<file path="src/rtl/multitap_word_entry.sv">
// multitap_word_entry: phone-keypad multi-tap letter entry with a small word
// buffer that is streamed out oldest-first on submit.
module multitap_word_entry #(
    parameter int TIMEOUT_CYCLES = 12000000,
    parameter int WORD_DEPTH     = 8,
    localparam int CW            = $clog2(WORD_DEPTH + 1)
) (
    input  logic          clk,
    input  logic          nRst,
    input  logic          strobe,
    input  logic [7:0]    cur_key,
    output logic [7:0]    pending,
    output logic          letter_valid,
    output logic [7:0]    letter,
    output logic          overflow,
    output logic [CW-1:0] count,
    output logic          word_valid,
    output logic [7:0]    word_data,
    output logic          word_last,
    input  logic          word_ready,
    output logic          game_end
);
    localparam int TW = (TIMEOUT_CYCLES > 1) ? $clog2(TIMEOUT_CYCLES) : 1;
    localparam int AW = $clog2(WORD_DEPTH);
    localparam logic [3:0] K_END  = 4'd11;
    localparam logic [3:0] K_SUBL = 4'd12;
    localparam logic [3:0] K_CLR  = 4'd13;
    localparam logic [3:0] K_SUBW = 4'd14;

    typedef enum logic [1:0] {S_IDLE, S_TAP, S_DRAIN} state_t;

    state_t          state_q, state_d;
    logic [3:0]      key_q, key_d;
    logic [1:0]      tap_q, tap_d;
    logic [TW-1:0]   tmo_q, tmo_d;
    logic [CW-1:0]   count_q, count_d;
    logic [AW-1:0]   rd_q, rd_d;
    logic [7:0]      letter_q, letter_d;
    logic            letter_valid_q, letter_valid_d;
    logic            overflow_q, overflow_d;
    logic            game_end_q, game_end_d;
    logic [7:0]      mem_q [WORD_DEPTH];

    logic [1:0]      ri, ci;
    logic [3:0]      code;
    logic            key_ok, is_letter, commit, wr_en, last;
    logic [1:0]      tap_max;
    logic [7:0]      cand;

    function automatic logic onehot4(input logic [3:0] x);
        return (x != 4'd0) && ((x & (x - 4'd1)) == 4'd0);
    endfunction

    // Base letter of a key code {row, col}; zero for non-letter keys.
    function automatic logic [7:0] key_base(input logic [3:0] k);
        case (k)
            4'd1:    return 8'h41;
            4'd2:    return 8'h44;
            4'd4:    return 8'h47;
            4'd5:    return 8'h4A;
            4'd6:    return 8'h4D;
            4'd8:    return 8'h50;
            4'd9:    return 8'h54;
            4'd10:   return 8'h57;
            default: return 8'h00;
        endcase
    endfunction

    assign ri        = cur_key[7] ? 2'd0 : cur_key[6] ? 2'd1 : cur_key[5] ? 2'd2 : 2'd3;
    assign ci        = cur_key[3] ? 2'd0 : cur_key[2] ? 2'd1 : cur_key[1] ? 2'd2 : 2'd3;
    assign code      = {ri, ci};
    assign key_ok    = strobe && onehot4(cur_key[7:4]) && onehot4(cur_key[3:0]);
    assign is_letter = key_base(code) != 8'd0;
    assign tap_max   = (key_q == 4'd8 || key_q == 4'd10) ? 2'd3 : 2'd2;
    assign cand      = key_base(key_q) + {6'd0, tap_q};
    assign last      = CW'(rd_q) == count_q - CW'(1);

    always_comb begin
        state_d        = state_q;
        key_d          = key_q;
        tap_d          = tap_q;
        tmo_d          = (state_q == S_TAP) ? tmo_q + TW'(1) : '0;
        count_d        = count_q;
        rd_d           = rd_q;
        letter_d       = letter_q;
        letter_valid_d = 1'b0;
        overflow_d     = 1'b0;
        game_end_d     = 1'b0;
        commit         = 1'b0;
        wr_en          = 1'b0;
        if (key_ok && code == K_END) begin
            game_end_d = 1'b1;
            state_d    = S_IDLE;
            count_d    = '0;
            rd_d       = '0;
            tmo_d      = '0;
        end else if (state_q == S_DRAIN) begin
            if (word_ready) begin
                rd_d    = last ? '0 : rd_q + AW'(1);
                count_d = last ? '0 : count_q;
                state_d = last ? S_IDLE : S_DRAIN;
            end
        end else if (key_ok && is_letter) begin
            // A new key in TAP commits the old candidate and starts the new one
            if (state_q == S_TAP && code == key_q) begin
                tap_d = (tap_q == tap_max) ? 2'd0 : tap_q + 2'd1;
            end else begin
                commit  = state_q == S_TAP;
                state_d = S_TAP;
                key_d   = code;
                tap_d   = 2'd0;
            end
            tmo_d = '0;
        end else if (key_ok && code == K_SUBL) begin
            commit  = state_q == S_TAP;
            state_d = S_IDLE;
        end else if (key_ok && code == K_CLR) begin
            if (state_q == S_TAP)
                state_d = S_IDLE;
            else if (count_q != '0)
                count_d = count_q - CW'(1);
        end else if (key_ok && code == K_SUBW) begin
            commit  = state_q == S_TAP;
            state_d = (state_q == S_TAP || count_q != '0) ? S_DRAIN : S_IDLE;
            rd_d    = '0;
        end else if (state_q == S_TAP && tmo_q == TW'(TIMEOUT_CYCLES - 1)) begin
            commit  = 1'b1;
            state_d = S_IDLE;
        end
        if (commit) begin
            wr_en          = count_q < CW'(WORD_DEPTH);
            overflow_d     = !wr_en;
            letter_valid_d = wr_en;
            letter_d       = wr_en ? cand : letter_q;
            count_d        = wr_en ? count_q + CW'(1) : count_q;
        end
    end

    always_ff @(posedge clk or negedge nRst) begin
        if (!nRst) begin
            state_q        <= S_IDLE;
            key_q          <= '0;
            tap_q          <= '0;
            tmo_q          <= '0;
            count_q        <= '0;
            rd_q           <= '0;
            letter_q       <= '0;
            letter_valid_q <= 1'b0;
            overflow_q     <= 1'b0;
            game_end_q     <= 1'b0;
        end else begin
            state_q        <= state_d;
            key_q          <= key_d;
            tap_q          <= tap_d;
            tmo_q          <= tmo_d;
            count_q        <= count_d;
            rd_q           <= rd_d;
            letter_q       <= letter_d;
            letter_valid_q <= letter_valid_d;
            overflow_q     <= overflow_d;
            game_end_q     <= game_end_d;
        end
    end

    always_ff @(posedge clk) begin
        if (wr_en) mem_q[count_q[AW-1:0]] <= cand;
    end

    assign pending      = (state_q == S_TAP) ? cand : 8'd0;
    assign letter_valid = letter_valid_q;
    assign letter       = letter_q;
    assign overflow     = overflow_q;
    assign count        = count_q;
    assign word_valid   = state_q == S_DRAIN;
    assign word_data    = word_valid ? mem_q[rd_q] : 8'd0;
    assign word_last    = word_valid && last;
    assign game_end     = game_end_q;
endmodule

</file>
<file path="config.mk">
export PLATFORM = sky130hd
export DESIGN_NAME = multitap_word_entry
export DESIGN_NICKNAME = d
export VERILOG_FILES = /design/src/rtl/multitap_word_entry.sv
export SDC_FILE = /design/constraint.sdc
export NUM_CORES = 1
export LEC_CHECK = 0
export ABC_AREA = 1
export CAP_MARGIN = 40
export CORE_UTILIZATION = 60
export CTS_BUF_LIST = sky130_fd_sc_hd__clkbuf_8 sky130_fd_sc_hd__clkbuf_16
export DETAILED_ROUTE_END_ITERATION = 10
export GPL_TIMING_DRIVEN = 0
export PLACE_DENSITY = 0.82
export SETUP_SLACK_MARGIN = 0.2
export SLEW_MARGIN = 20
export SYNTH_ARGS = -nofsm -noshare
export SYNTH_HDL_FRONTEND = slang
export SYNTH_SLANG_ARGS = --single-unit
</file>
<file path="constraint.sdc">
create_clock -name clk -period 7.88 [get_ports clk]
set_clock_uncertainty 0.2 [all_clocks]
set_input_delay 1.97 -clock clk [delete_from_list [all_inputs] [get_ports clk]]
set_output_delay 1.97 -clock clk [all_outputs]
set_load 0.02 [all_outputs]
</file>
==> results of run 1 <==
-- cells by family after synthesis --
family,synth area share [%]
fa+ha+maj,3.68
compound gates,9.92
flops,51.5
buf+inv,7.40
xor+xnor,2.95
simple gates,24.5
other cells,0.0664
-- state kept, by name (all words and copies together), names as in the netlist, 2 cells and up --
name / cells
count: 4
key_q: 4
letter: 7
mem_q: 56
rd_q: 3
state_q: 2
tap_q: 2
tmo_q: 24
-- routing by layer --
layer  up-vias  global-route usage, %  share of wire (%)
met5         -                      0                  0
met4         0                   11.3                2.6
met3        32                   4.54                4.4
met2       133                   45.8                 51
met1      2092                   32.6                 42
li1       2216                      -                  -
-- area by class of cell --
cell class,instances,area [um^2]
Fill cell,719,2750
Inverter,74,290
Clock buffer,9,124
Tap cell,111,139
Sequential cell,105,2910
Buffer,23,128
Clock inverter,7,47.5
Timing Repair Buffer,47,445
Multi-Input combinational cell,441,2370
-- metrics by stage --
step	utilization, %	cells	hold slack, ns
finish	70.1	817	0.264
global route	70.1	817	0.303
CTS	70.1	817	0.268
detailed placement	68.2	801	0.253
global placement	67.8	794	0.240
floorplan	-	643	0.225
-- worst max-delay path by stage --
stage | endpoint | slack (ns) | cells past startpoint | from
2_1_floorplan | pending[4] | 2.98 | 13 | key_q[0]
3_3_place_gp | pending[4] | 2.01 | 14 | key_q[0]
3_5_place_dp | mem_q[2][4] | 2.37 | 17 | cur_key[2]
4_1_cts | pending[3] | 2.05 | 13 | key_q[0]
5_1_grt | pending[3] | 1.74 | 13 | key_q[2]
6_report | pending[3] | 2.04 | 13 | key_q[0]
-- critical path, cell delays in order, from the launching register on --
cell	delay (ns)
dfrtp_1	0.43
inv_1	0.10
ha_1	0.24
a21oi_1	0.21
inv_1	0.06
nand2_1	0.11
inv_1	0.06
ha_1	0.28
a21oi_1	0.06
or2_2	0.30
xor2_1	0.54
inv_1	0.17
nor2_1	0.13
clkdlybuf4s50_1	0.62
-- Yosys cell counts, types with 2 or more instances --
library cell / n
nand2_2: 7
clkbuf_1: 13
nor2_1: 104
o21ai_1: 2
o21ai_0: 48
nor3_1: 17
edfxtp_1: 56
ha_1: 15
or2_2: 2
nand2_4: 5
inv_2: 5
buf_6: 3
nor2_2: 3
nand4_1: 11
inv_1: 65
o21ai_2: 9
xnor2_1: 8
a31oi_1: 10
nor4_1: 2
buf_4: 4
nand3_1: 27
xor2_1: 11
dfrtp_1: 49
buf_2: 3
nand3_4: 2
nand3_2: 3
nand2_1: 105
inv_4: 3
nor2_4: 3
a21oi_1: 13
a211oi_1: 3
o22ai_1: 9
-- cells in the final DEF (no fill, tap or decap), types with 4 or more instances in the layout --
cell | netlist | layout
clkdlybuf4s50_1 | 0 | 39
dfrtp_1 | 49 | 49
nand4_1 | 11 | 11
nand3_1 | 27 | 27
o21ai_0 | 48 | 48
buf_4 | 4 | 4
a21oi_1 | 13 | 13
a31oi_1 | 10 | 10
xor2_1 | 11 | 11
edfxtp_1 | 56 | 56
ha_1 | 15 | 15
inv_2 | 5 | 5
nor3_1 | 17 | 17
nand2_1 | 105 | 105
conb_1 | 1 | 12
nand2_2 | 7 | 7
clkbuf_1 | 13 | 13
nor2_1 | 104 | 104
clkbuf_8 | 0 | 9
o21ai_2 | 9 | 9
inv_1 | 65 | 66
nand2_4 | 5 | 5
o22ai_1 | 9 | 9
buf_2 | 3 | 10
xnor2_1 | 8 | 8
-- power by group --
group,leakage (nW),switching (mW),total (mW),internal [mW]
registers,1.18,0.0307,0.679,0.648
logic,1.49,0.294,0.447,0.154
clock network,0.0860,0.185,0.299,0.115
==> metrics.csv, run 1 <==
metric;value;unit
status;finished, violations left;
violations;design-rule violations;
setup_ws;2.04;ns
viasPerCell;5.47;
synth_area_per_cell;8.94;um^2
yosys.area.top_type;edfxtp_1;
setup_viol;0;
vdd_drop_max;125;uV
drv_cap;0;
fin_nets;729;
die_h;99.0;um
post-place-ws;2.37;ns
cts_root_buf;clkbuf_8;
rsz0062_at_grt;false;
clkSlewWorstSetupHoldPaths;0.10;ns
power.leakage;2.76;nW
slew_viol_final;0;
reg2regPathDepth;12;
clk_path_buf_depth;2;
start_kind;flop;
clock.fmax;171;MHz
p_total;1.43;mW
netlist_instances;632;
gp_congestion;0.913;
dp_hpwl;8.95;mm
async_flop_share;46.7;%
worst_pin_slew;0.668;ns
synth-edff-count;56;
clkSinkCount;105;
grt_use_total;26.4;%
first_global_vias;4528;
io-pin-count;45;
cts_setup_buffers;0;
fp.dieW;99.0;um
fin_crit;5.84;ns
synth.yosys.seq_area_share;51.5;%
drc;2;
synth_warnings;0;
io_buffers;40;
rows;35;
drive_gt1_share;11.0;%
hold_class;reg2reg;
core_area;9200;um^2
synthTopCellsByArea;edfxtp_1 30%, dfrtp_1 22%, nand2_1 7.0%;
crit_fanout;9;
hold_depth;1;
grt_pass1_wl;20.3;mm
final_hold_viol_count;0;
ctsResizeCount;0;
netlist_area;5650;um^2
start_util;61.4;%
synth_cell_type_count;44;
power_density;221;nW/um^2
numCtsBuffers;9;
fin_tns_setup;0;ns
post_dp_cell_area;6280;um^2
clk_latency;0.37;ns
wl;12.0;mm
first_pass_iters;8;
worst_r2r_startpoint;tmo_q[0];
min_to;tmo_q[0];
fin_crit_sh;74.1;%
postCtsHoldBufs;0;
grt_max_degree;31;
cp.required;5.71;ns
worst_slew_margin_rel;55.3;%
synthFlopType;edfxtp_1;
design_area;6450;um^2
ys_seq_elements;105;
rr_endpoint;mem_q[5][1];
grt_antenna_before_repair;0;
cts_tree;yes;
vias;4473;
design.die.area;9810;um^2
synth_top_area_share;29.8;%
antenna_left;0;
crit_type;reg2out;
endpoint_kind;primary output;
first_iter_violations;200;
grt.overflow.total;0;
worst_ep_arrival_time;3.67;ns
htree_num_levels;3;
antenna_cells;0;
area_growth_syn_to_layout;14.1;%
post_drt_wl_per_cell;14.7;um
hp-start;tmo_q[0];
worst-r2r-setup-slack;4.75;ns
No activity file was read; power rests on OpenSTA's default activity.
==> run 2: changes to the inputs <==
--- a/config.mk
+++ b/config.mk
@@ -7,11 +7,11 @@
 export LEC_CHECK = 0
 export ABC_AREA = 1
 export CAP_MARGIN = 40
-export CORE_UTILIZATION = 60
+export CORE_UTILIZATION = 59
 export CTS_BUF_LIST = sky130_fd_sc_hd__clkbuf_8 sky130_fd_sc_hd__clkbuf_16
 export DETAILED_ROUTE_END_ITERATION = 10
 export GPL_TIMING_DRIVEN = 0
-export PLACE_DENSITY = 0.82
+export PLACE_DENSITY = 0.81
 export SETUP_SLACK_MARGIN = 0.2
 export SLEW_MARGIN = 20
 export SYNTH_ARGS = -nofsm -noshare
==> constraint.sdc (replaced) <==
create_clock -name clk -period 5.5 [get_ports clk]
set_clock_uncertainty 0.2 [all_clocks]
set_input_delay 1.375 -clock clk [delete_from_list [all_inputs] [get_ports clk]]
set_output_delay 1.375 -clock clk [all_outputs]
set_load 0.02 [all_outputs]
==> run 2 against run 1 <==
  * Setup slack got worse by 1.5 ns
  * The flow now finishes without violations
  * Die area grew 1.7%
  * Largest cell class unchanged
  * Sequential share of layout area is 0.59 points lower
  * Sequential cell count unchanged
==> metrics.csv, run 2 (same netlist as run 1, synthesis figures left out) <==
metric;value;unit;change
viasPerCell;5.40;;was 5.47
clk_path_buf_depth;2;;unchanged
swShare;34.0;%;was 35.7%
worst_pin_slew;0.656;ns;was 0.668 ns
post-place-ws;0.587;ns;was 2.37 ns
post_drt_wl_per_cell;14.2;um;was 14.7 um
setup_ws;0.499;ns;was 2.04 ns
power.leakage;2.79;nW;was 2.76 nW
cts_root_buf;clkbuf_8;;unchanged
clkSinkCount;105;;unchanged
drc;0;;was 2
cts_tree;yes;;unchanged
io-pin-count;45;;unchanged
cts_setup_buffers;0;;unchanged
start_kind;flop;;unchanged
grt_antenna_before_repair;0;;unchanged
area_growth_syn_to_layout;15.6;%;was 14.1%
rsz0062_at_grt;false;;unchanged
die_h;99.9;um;was 99.0 um
worst_slew_margin_rel;56.1;%;was 55.3%
rows;35;;unchanged
power_frac_seq;45.5;%;was 47.6%
grt.overflow.total;0;;unchanged
status;finished clean;;was finished, violations left
first_iter_violations;221;;was 200
crit_type;reg2out;;unchanged
design.die.area;9970;um^2;was 9810 um^2
gp_congestion;0.924;;was 0.913
fp.dieW;99.9;um;was 99.0 um
clkSlewWorstSetupHoldPaths;0.10;ns;about the same
p_switching;0.726;mW;was 0.509 mW
antenna_left;0;;unchanged
wl;11.8;mm;was 12.0 mm
fin_crit_sh;90.9;%;
hold_class;reg2reg;;unchanged
antenna_cells;0;;unchanged
drv_cap;0;;unchanged
worst_ep_arrival_time;3.43;ns;was 3.67 ns
power_density;327;nW/um^2;was 221 nW/um^2
drive_gt1_share;11.5;%;was 11.0%
vias;4506;;was 4473
numCtsBuffers;9;;unchanged
final_cell_mix;105 x nand2_1, 104 x nor2_1, 65 x inv_1, 56 x edfxtp_1, 49 x dfrtp_1;;was 105 x nand2_1, 104 x nor2_1, 66 x inv_1, 56 x edfxtp_1, 49 x dfrtp_1
vdd_drop_max;184;uV;was 125 uV
crit_fanout;6;;was 9
io_buffers;40;;unchanged
htree_num_levels;3;;unchanged
largest_register_ffs;56;;unchanged
clkPwrFrac;24.8;%;was 21.0%
clk_latency;0.36;ns;was 0.37 ns
power.internal;1.41;mW;was 0.917 mW
core_area;9240;um^2;was 9200 um^2
pwr-share-comb;29.7;%;was 31.4%
grt_max_degree;30;;was 31
endpoint_kind;primary output;;unchanged
slew_viol_final;0;;unchanged
grt_pass1_wl;19.8;mm;was 20.3 mm
start_util;61.2;%;was 61.4%
cp.required;3.92;ns;was 5.71 ns
fin_tns_setup;0;ns;unchanged
clock.fmax;200;MHz;
dr.max_layer_used;met4;;unchanged
fin_nets;729;;unchanged
final_common_cell;nand2_1;;unchanged
first_global_vias;4400;;was 4528
fillers;713;;was 719
met3_length;521;um;was 533 um
first_pass_iters;5;;was 8
met2_length;6.06;mm;was 6.14 mm
wl_met1;4.99;mm;was 5.05 mm
dp_hpwl;8.91;mm;was 8.95 mm
grt_use_total;25.6;%;was 26.4%
final_hold_viol_count;0;;unchanged
setup_viol;0;;unchanged
fin_crit;5.00;ns;
## run 2: cell types whose count changed in the layout (fill, tap and decap cells not counted), sizes merged
cell	previous run	this run
bufinv	0	2
clkinvlp	2	0
## run 2: what timing repair did
item / in CTS / in global routing
gates resized for setup: 0 / 2
hold buffers: 0 / 0
endpoints found under the setup margin: 0 / 2
## run 2: layout make-up
| type | instances | area, um^2 | area share, % |
|---|---|---|---|
| well taps | 129 | 161 | 2.47 |
| flip-flops and latches | 105 | 2910 | 44.5 |
| inverters | 74 | 290 | 4.44 |
| multi-input cells | 441 | 2370 | 36.3 |
| clock inverters | 7 | 103 | 1.57 |
| plain buffers | 23 | 128 | 1.95 |
| repair buffers | 47 | 445 | 6.82 |
| clock buffers | 9 | 124 | 1.90 |
## run 2: path summary, 6_finish.rpt
path | from | endpoint | slack [ns] | cells after the start
setup / recovery | key_q[1] | pending[4] | 0.50 | 14
hold / removal | tmo_q[0] | tmo_q[0] | 0.28 | 1
setup reg to reg | tmo_q[0] | mem_q[4][6] | 2.43 | 12
hold reg to reg | tmo_q[0] | tmo_q[0] | 0.28 | 1
max in group asynchronous | nRst | rd_q[1] | 3.82 | 2
min in group asynchronous | nRst | tmo_q[12] | 0.75 | 1
## run 2: metal layers
layer  vias to the layer above  track usage (%)
li1                       2223                -
met1                      2120             32.6
met2                       139             44.1
met3                        24             3.62
met4                         0             10.5
met5                         -                0
## run 2: power by group through the flow
stage / registers [mW] / logic, mW / clock network [mW]
floorplan: 1.01 / 0.400 / 0
global placement: 0.987 / 0.610 / 0
detailed placement: 0.990 / 0.631 / 0
CTS: 0.973 / 0.637 / 0.538
global route: 0.979 / 0.707 / 0.568
finish: 0.973 / 0.636 / 0.530
## run 2: stage by stage
step | power [mW] | hold slack, ns | utilization (%) | std cells | cell area (um^2)
floorplan | 1.41 | 0.225 | - | 643 | 5690
global placement | 1.60 | 0.238 | 67.7 | 812 | 6250
detailed placement | 1.62 | 0.262 | 68.2 | 819 | 6300
CTS | 2.15 | 0.280 | 70.6 | 835 | 6530
global route | 2.25 | 0.300 | 70.7 | 835 | 6530
finish | 2.14 | 0.279 | 70.7 | 835 | 6530
## run 2: worst max-delay path, cell delays in order (launching register included)
cell and delay, ns:
dfrtp_1 0.45, inv_1 0.13, ha_1 0.19, nor2_1 0.07
nand2_1 0.06, o21ai_0 0.09, a21oi_1 0.16, ha_1 0.19
inv_1 0.06, fa_1 0.37, or2_2 0.32, o21ai_1 0.18
inv_1 0.09, nor2_1 0.09, clkdlybuf4s50_1 0.61
